## src/rtl/keypad_pkg.sv

```systemverilog
// Shared types for the matrix keypad scanner.
// State and frame-result encodings plus a width helper.
package keypad_pkg;

  typedef enum logic [1:0] {
    ST_IDLE,
    ST_DEBOUNCE,
    ST_HELD
  } state_e;

  typedef enum logic [1:0] {
    RES_NONE,
    RES_SINGLE,
    RES_MULTI
  } result_e;

  function automatic int code_w(input int n);
    return (n > 1) ? $clog2(n) : 1;
  endfunction

endpackage

```

## src/rtl/keypad_frame_scanner.sv

```systemverilog
// Column walker: drives one column low at a time, samples rows
// at the end of each settle window, classifies the whole frame.
module keypad_frame_scanner
  import keypad_pkg::*;
#(
  parameter int ROWS       = 4,
  parameter int COLS       = 4,
  parameter int SETTLE_CYC = 4,
  parameter int CODE_W     = 4
) (
  input  logic              clk,
  input  logic              rst,
  input  logic [ROWS-1:0]   row,
  output logic [COLS-1:0]   col,
  output logic              frame_done,
  output result_e           frame_res,
  output logic [CODE_W-1:0] frame_code
);

  localparam int SW = code_w(SETTLE_CYC);
  localparam int IW = code_w(COLS);
  localparam logic [COLS-1:0] ONE = COLS'(1);

  logic [IW-1:0]     idx_q;
  logic [SW-1:0]     settle_q;
  logic [1:0]        hits_q, hits_d;
  logic [CODE_W-1:0] code_q, code_d;
  logic              done_q;
  result_e           res_q;
  logic [CODE_W-1:0] fcode_q;
  logic              last_set, last_col;

  assign col        = rst ? '1 : ~(ONE << idx_q);
  assign frame_done = done_q;
  assign frame_res  = res_q;
  assign frame_code = fcode_q;

  assign last_set = settle_q == SW'(SETTLE_CYC - 1);
  assign last_col = idx_q == IW'(COLS - 1);

  // Hit count saturates at 2: anything beyond one key is ghost-prone.
  always_comb begin
    hits_d = hits_q;
    code_d = code_q;
    for (int r = 0; r < ROWS; r++) begin
      if (!row[r]) begin
        if (hits_d != 2'd2) hits_d = hits_d + 2'd1;
        code_d = CODE_W'(r * COLS + int'(idx_q));
      end
    end
  end

  always_ff @(posedge clk) begin
    if (rst) begin
      idx_q    <= '0;
      settle_q <= '0;
      hits_q   <= '0;
      code_q   <= '0;
      done_q   <= 1'b0;
      res_q    <= RES_NONE;
      fcode_q  <= '0;
    end else begin
      done_q <= 1'b0;
      if (!last_set) begin
        settle_q <= settle_q + 1'b1;
      end else begin
        settle_q <= '0;
        if (last_col) begin
          idx_q   <= '0;
          hits_q  <= '0;
          code_q  <= '0;
          done_q  <= 1'b1;
          fcode_q <= code_d;
          res_q   <= (hits_d == 2'd0) ? RES_NONE :
                     (hits_d == 2'd1) ? RES_SINGLE : RES_MULTI;
        end else begin
          idx_q  <= idx_q + 1'b1;
          hits_q <= hits_d;
          code_q <= code_d;
        end
      end
    end
  end

endmodule

```

## src/rtl/keypad_scan_ctrl.sv

```systemverilog
// Matrix keypad controller: frame scanner plus per-frame
// debounce, release and auto-repeat event FSM.
module keypad_scan_ctrl
  import keypad_pkg::*;
#(
  parameter int ROWS       = 4,
  parameter int COLS       = 4,
  parameter int SETTLE_CYC = 50000,
  parameter int DEB_FRAMES = 5,
  parameter int REPEAT_EN  = 1,
  parameter int REPEAT_DLY = 125,
  parameter int REPEAT_PER = 25,
  localparam int CODE_W    = code_w(ROWS * COLS)
) (
  input  logic              clk,
  input  logic              rst,
  input  logic [ROWS-1:0]   row,
  output logic [COLS-1:0]   col,
  output logic              key_valid,
  output logic              key_repeat,
  output logic              key_release,
  output logic [CODE_W-1:0] key_code,
  output logic              key_down
);

  localparam int RPT_MAX = (REPEAT_DLY > REPEAT_PER) ? REPEAT_DLY : REPEAT_PER;
  localparam int CW = code_w(DEB_FRAMES + 1);
  localparam int RW = code_w(RPT_MAX + 1);
  localparam logic [CW-1:0] DEB_L = CW'(DEB_FRAMES);
  localparam logic [RW-1:0] DLY_L = RW'(REPEAT_DLY);
  localparam logic [RW-1:0] PER_L = RW'(REPEAT_PER);

  logic              frame_done;
  result_e           frame_res;
  logic [CODE_W-1:0] frame_code;

  state_e            state_q;
  logic [CODE_W-1:0] cand_q, code_q;
  logic [CW-1:0]     cnt_q, rel_q;
  logic [RW-1:0]     rpt_q;
  logic              first_q;
  logic              valid_q, repeat_q, release_q, down_q;
  logic              hit, same_cand, match, accept;
  logic [RW-1:0]     rpt_nx, rpt_tgt;

  keypad_frame_scanner #(
    .ROWS       (ROWS),
    .COLS       (COLS),
    .SETTLE_CYC (SETTLE_CYC),
    .CODE_W     (CODE_W)
  ) u_scan (
    .clk        (clk),
    .rst        (rst),
    .row        (row),
    .col        (col),
    .frame_done (frame_done),
    .frame_res  (frame_res),
    .frame_code (frame_code)
  );

  assign hit       = frame_res == RES_SINGLE;
  assign same_cand = hit && (frame_code == cand_q);
  assign match     = hit && (frame_code == code_q);
  assign rpt_nx    = rpt_q + 1'b1;
  assign rpt_tgt   = first_q ? DLY_L : PER_L;
  assign accept    = frame_done &&
    ((state_q == ST_IDLE && hit && DEB_FRAMES == 1) ||
     (state_q == ST_DEBOUNCE && same_cand && (cnt_q + 1'b1) == DEB_L));

  assign key_valid   = valid_q;
  assign key_repeat  = repeat_q;
  assign key_release = release_q;
  assign key_code    = code_q;
  assign key_down    = down_q;

  always_ff @(posedge clk) begin
    if (rst) begin
      state_q   <= ST_IDLE;
      cand_q    <= '0;
      code_q    <= '0;
      cnt_q     <= '0;
      rel_q     <= '0;
      rpt_q     <= '0;
      first_q   <= 1'b0;
      valid_q   <= 1'b0;
      repeat_q  <= 1'b0;
      release_q <= 1'b0;
      down_q    <= 1'b0;
    end else begin
      valid_q   <= 1'b0;
      repeat_q  <= 1'b0;
      release_q <= 1'b0;
      if (accept) begin
        valid_q <= 1'b1;
        code_q  <= frame_code;
        down_q  <= 1'b1;
        state_q <= ST_HELD;
        rel_q   <= '0;
        rpt_q   <= '0;
        first_q <= 1'b1;
      end else if (frame_done) begin
        unique case (1'b1)
          state_q == ST_IDLE: begin
            if (hit) begin
              cand_q  <= frame_code;
              cnt_q   <= CW'(1);
              state_q <= ST_DEBOUNCE;
            end
          end
          state_q == ST_DEBOUNCE: begin
            if (same_cand) begin
              cnt_q <= cnt_q + 1'b1;
            end else if (hit) begin
              cand_q <= frame_code;
              cnt_q  <= CW'(1);
            end else begin
              state_q <= ST_IDLE;
            end
          end
          state_q == ST_HELD: begin
            if (match) begin
              // A matching frame cancels a pending release only.
              rel_q <= '0;
              if (REPEAT_EN != 0) begin
                if (rpt_nx == rpt_tgt) begin
                  valid_q  <= 1'b1;
                  repeat_q <= 1'b1;
                  rpt_q    <= '0;
                  first_q  <= 1'b0;
                end else begin
                  rpt_q <= rpt_nx;
                end
              end
            end else if ((rel_q + 1'b1) == DEB_L) begin
              release_q <= 1'b1;
              down_q    <= 1'b0;
              state_q   <= ST_IDLE;
            end else begin
              rel_q <= rel_q + 1'b1;
            end
          end
          default: state_q <= ST_IDLE;
        endcase
      end
    end
  end

endmodule

```

## config.mk

```make
export PLATFORM = sky130hd
export DESIGN_NAME = keypad_scan_ctrl
export DESIGN_NICKNAME = d
export VERILOG_FILES = /design/src/rtl/keypad_pkg.sv /design/src/rtl/keypad_frame_scanner.sv /design/src/rtl/keypad_scan_ctrl.sv
export SDC_FILE = /design/constraint.sdc
export NUM_CORES = 1
export LEC_CHECK = 0
export CORE_AREA = 3 3 127 68
export CTS_BUF_LIST = sky130_fd_sc_hd__clkbuf_8
export DETAILED_ROUTE_END_ITERATION = 10
export DIE_AREA = 0 0 130 71
export PLACE_DENSITY_LB_ADDON = 0.15
export SYNTH_ARGS = -nofsm -noshare
export SYNTH_HDL_FRONTEND = slang
export SYNTH_SLANG_ARGS = --single-unit
export TNS_END_PERCENT = 10
```

## constraint.sdc

```tcl
create_clock -name clk -period 3.3 [get_ports clk]
set_clock_uncertainty 0.1 [all_clocks]
set_input_delay 0.495 -clock clk [delete_from_list [all_inputs] [get_ports clk]]
set_output_delay 0.495 -clock clk [all_outputs]
set_load 0.03 [all_outputs]
```

==> flow_metrics.env <==
export IMPL_hp_class="register to register"
export IMPL_routed_wl_um=6040
export IMPL_grt_first_pass_wirelength_um=10400
export IMPL_pin_count=18
export IMPL_vdd_ir_drop_worst_v=0.000219
export IMPL_crit_arrival_ns=3.05
export IMPL_min_period_ns=2.92
export IMPL_coreArea_mm2=0.00774
export IMPL_n_antenna_cell=0
export IMPL_globalRoute_totalOverflow=0
export IMPL_hold_viol_final=0
export IMPL_final_util=0.442
export IMPL_cts_resized=0
export IMPL_syn_inst=348
export IMPL_startpoint_type="input pin"
export IMPL_avgSynthCellArea_um2=8.63
export IMPL_drcViolationCount=0
export IMPL_cts_buffers=9
export IMPL_yosys_warnings=0
export IMPL_die_area_mm2=0.00923
export IMPL_port_buffers=17
export IMPL_drt_iter0_markers=125
export IMPL_drt_first_pass_iters=4
export IMPL_crit_fanout=5
export IMPL_synthArstFlopShare=0
export IMPL_final_seq_area_mm2=0.00118
export IMPL_drive_gt1_frac=0.0838
export IMPL_worstMarginPinSlew_ns=0.570
export IMPL_critPathMaxStageDelay_ns=0.57
export IMPL_synth_seq_area_share=0.393
export IMPL_root_buffer="clkbuf_8"
export IMPL_ys_types=49
export IMPL_hold_ws_ns=0.341
export IMPL_synth_top_cell_area_share=0.393
export IMPL_die_w_um=130
export IMPL_syn2layout_area_growth_pct=13.9
export IMPL_initial_core_util=0.388
export IMPL_tritoncts="done"
export IMPL_syn_area_mm2=0.00300
export IMPL_multi_input_area_mm2=0.00168
export IMPL_relSlewSlack=0.620
export IMPL_wl_per_cell_um=12.8
export IMPL_dr_total_vias=2319
export IMPL_cp_end_kind="register"
export IMPL_max_freq_mhz=343
export IMPL_core_rowCount=23
export IMPL_die_height_um=71
export IMPL_grt_setup_unrepaired="false"
export IMPL_via_per_inst=4.93
export IMPL_htreeDepth=3
export IMPL_yosys_area_top_type="dfxtp_1"
export IMPL_synth_common_cells="dfxtp_1 (59), nor2_1 (44), nand2_1 (31)"
export IMPL_cts_setup_buffers=0
export IMPL_ys_flop_type="dfxtp_1"
export IMPL_p_per_area_mw_per_mm2=413
export IMPL_setup_viol=0
export IMPL_grt_pass1_vias=2101
export IMPL_cpMostUsedCell="ha_1"
export IMPL_synth_area_leaders="dfxtp_1 (39%), ha_1 (6.2%), nor2_1 (5.5%)"
export IMPL_period_share=0.884
export IMPL_power_leakage_nw=1.29
export IMPL_synth_seq_cells=59
export IMPL_synth_edf_count=0
export IMPL_clk_insertion_delay_late_ns=0.32
export IMPL_gp_congestion=0.778
export IMPL_antenna_found_initial=0
export IMPL_antenna_left=0
export IMPL_crit_required_ns=3.43
export IMPL_synth_fp_nets=369
export IMPL_final_setup_tns_ns=0
export IMPL_run_status="complete, no violations"
export IMPL_cp_cell_sequence="clkdlybuf4s50_1 > mux2i_1 > ha_1 > nor2_1 > a21oi_1 > inv_1 > ha_1 > mux2i_1 > ha_1 > nor2_1 > a21oi_1 > o41ai_2"
export IMPL_clk_path_buf_depth=2
export IMPL_nets=386
export IMPL_drv_slew=0
export IMPL_crit_type="input pin to register"
export IMPL_fillers=799
export IMPL_yosysMostFrequentCell="dfxtp_1"
export IMPL_grtUsageTotal=0.143
export IMPL_clk_pin_slew_ns=0.06
export IMPL_slowest_stage="clkdlybuf4s50_1"
export IMPL_drv_cap=0
export IMPL_cts_sink_count=59
export IMPL_grt_start_max_net_pins=29
export IMPL_cts_hold_buf=0
export IMPL_dp_hpwl_um=4510
==> stage by stage <==
stage	instances	setup slack [ns]	instance area [um^2]	total power, mW
global placement	454	0.125	3230	0.791
floorplan	348	0.780	3000	0.774
global route	470	0.207	3420	1.48
finish	470	0.382	3420	1.41
detailed placement	454	0.0442	3230	0.792
CTS	470	0.389	3420	1.44
==> per-layer routing <==
| layer | vias to the layer above | global-route usage | wire (um) | part of all wire |
|---|---|---|---|---|
| met5 | - | 0 | 0 | 0 |
| met4 | 0 | 0.0449 | 41 | 0.0068 |
| met3 | 4 | 0.0528 | 198 | 0.033 |
| met2 | 27 | 0.171 | 2210 | 0.37 |
| met1 | 1060 | 0.226 | 3580 | 0.59 |
| li1 | 1228 | - | - | - |
==> worst max-delay path, delay by kind of cell <==
family                     cells  cell delay (ns)
adders and majority gates      3             0.75
buffers and inverters          2             0.64
muxes                          2             0.48
AOI/OAI and AO/OA              3             0.52
and+or+nand+nor                2             0.16
==> placed cells by master, fill, tap and decap left out, drive strengths merged, types with 2 or more instances in the layout <==
cell,instances
a32oi,2
ha,15
or4,2
nand2,32
nand3b,2
clkdlybuf4s50,17
nor2,44
nand3,16
o21ba,2
o21ai,19
or3,6
and4,2
inv,17
o22ai,5
mux2i,15
nor3b,2
a211oi,2
a21oi,23
dfxtp,59
and3,5
clkbuf,10
and2,6
nor3,7
nor2b,3
nand2b,10
or2,3
clkinv,3
xor2,17
nand4,4
xnor2,8
==> worst paths after layout <==
check	start	end	slack, ns	cells past startpoint
worst max-delay path	row[0]	u_scan.frame_res[0]$_SDFFE_PP0P_	0.38	12
worst min-delay path	u_scan.settle_q[0]$_SDFF_PP0_	u_scan.settle_q[0]$_SDFF_PP0_	0.34	1
worst min register to register	u_scan.settle_q[0]$_SDFF_PP0_	u_scan.settle_q[0]$_SDFF_PP0_	0.34	1
worst max register to register	u_scan.hits_q[0]$_SDFFE_PP0N_	u_scan.frame_res[0]$_SDFFE_PP0P_	0.55	13
==> registers in the layout, indices dropped and copies added, names as in the netlist <==
register,cells
u_scan.hits_q,2
u_scan.settle_q,16
cand_q,4
rel_q,3
rpt_q,7
key_down,1
cnt_q,3
key_valid,1
u_scan.code_q,4
key_release,1
u_scan.idx_q,2
u_scan.frame_code,4
key_repeat,1
key_code,4
state_q,2
u_scan.frame_done,1
first_q,1
u_scan.frame_res,2
==> cell type report <==
class / count / share of cell area
multi-input cells: 261 / 0.492
flip-flops and latches: 59 / 0.345
repair buffers: 18 / 0.0519
clock buffers: 10 / 0.0402
well taps: 100 / 0.0366
inverters: 16 / 0.0176
clock inverters: 6 / 0.0165
==> where the power goes <==
part | switching (mW) | internal (mW) | total, mW
Combinational | 0.0359 | 0.0221 | 0.0581
Sequential | 0.00221 | 0.715 | 0.717
Clock | 0.274 | 0.362 | 0.636
Total | 0.312 | 1.10 | 1.41
==> cells by family (layout without fill, tap and decap cells) <==
| family | Yosys count | after routing | synth area share |
|---|---|---|---|
| flip-flops | 59 | 59 | 0.393 |
| AO/OA/AOI/OAI | 60 | 60 | 0.124 |
| adder cells (fa/ha/maj) | 15 | 15 | 0.0625 |
| buffers and inverters | 28 | 50 | 0.0466 |
| AND/OR/NAND/NOR | 146 | 146 | 0.251 |
| multiplexers | 15 | 15 | 0.0500 |
| XOR/XNOR | 25 | 25 | 0.0729 |
No activity file was read; power rests on OpenSTA's default activity.
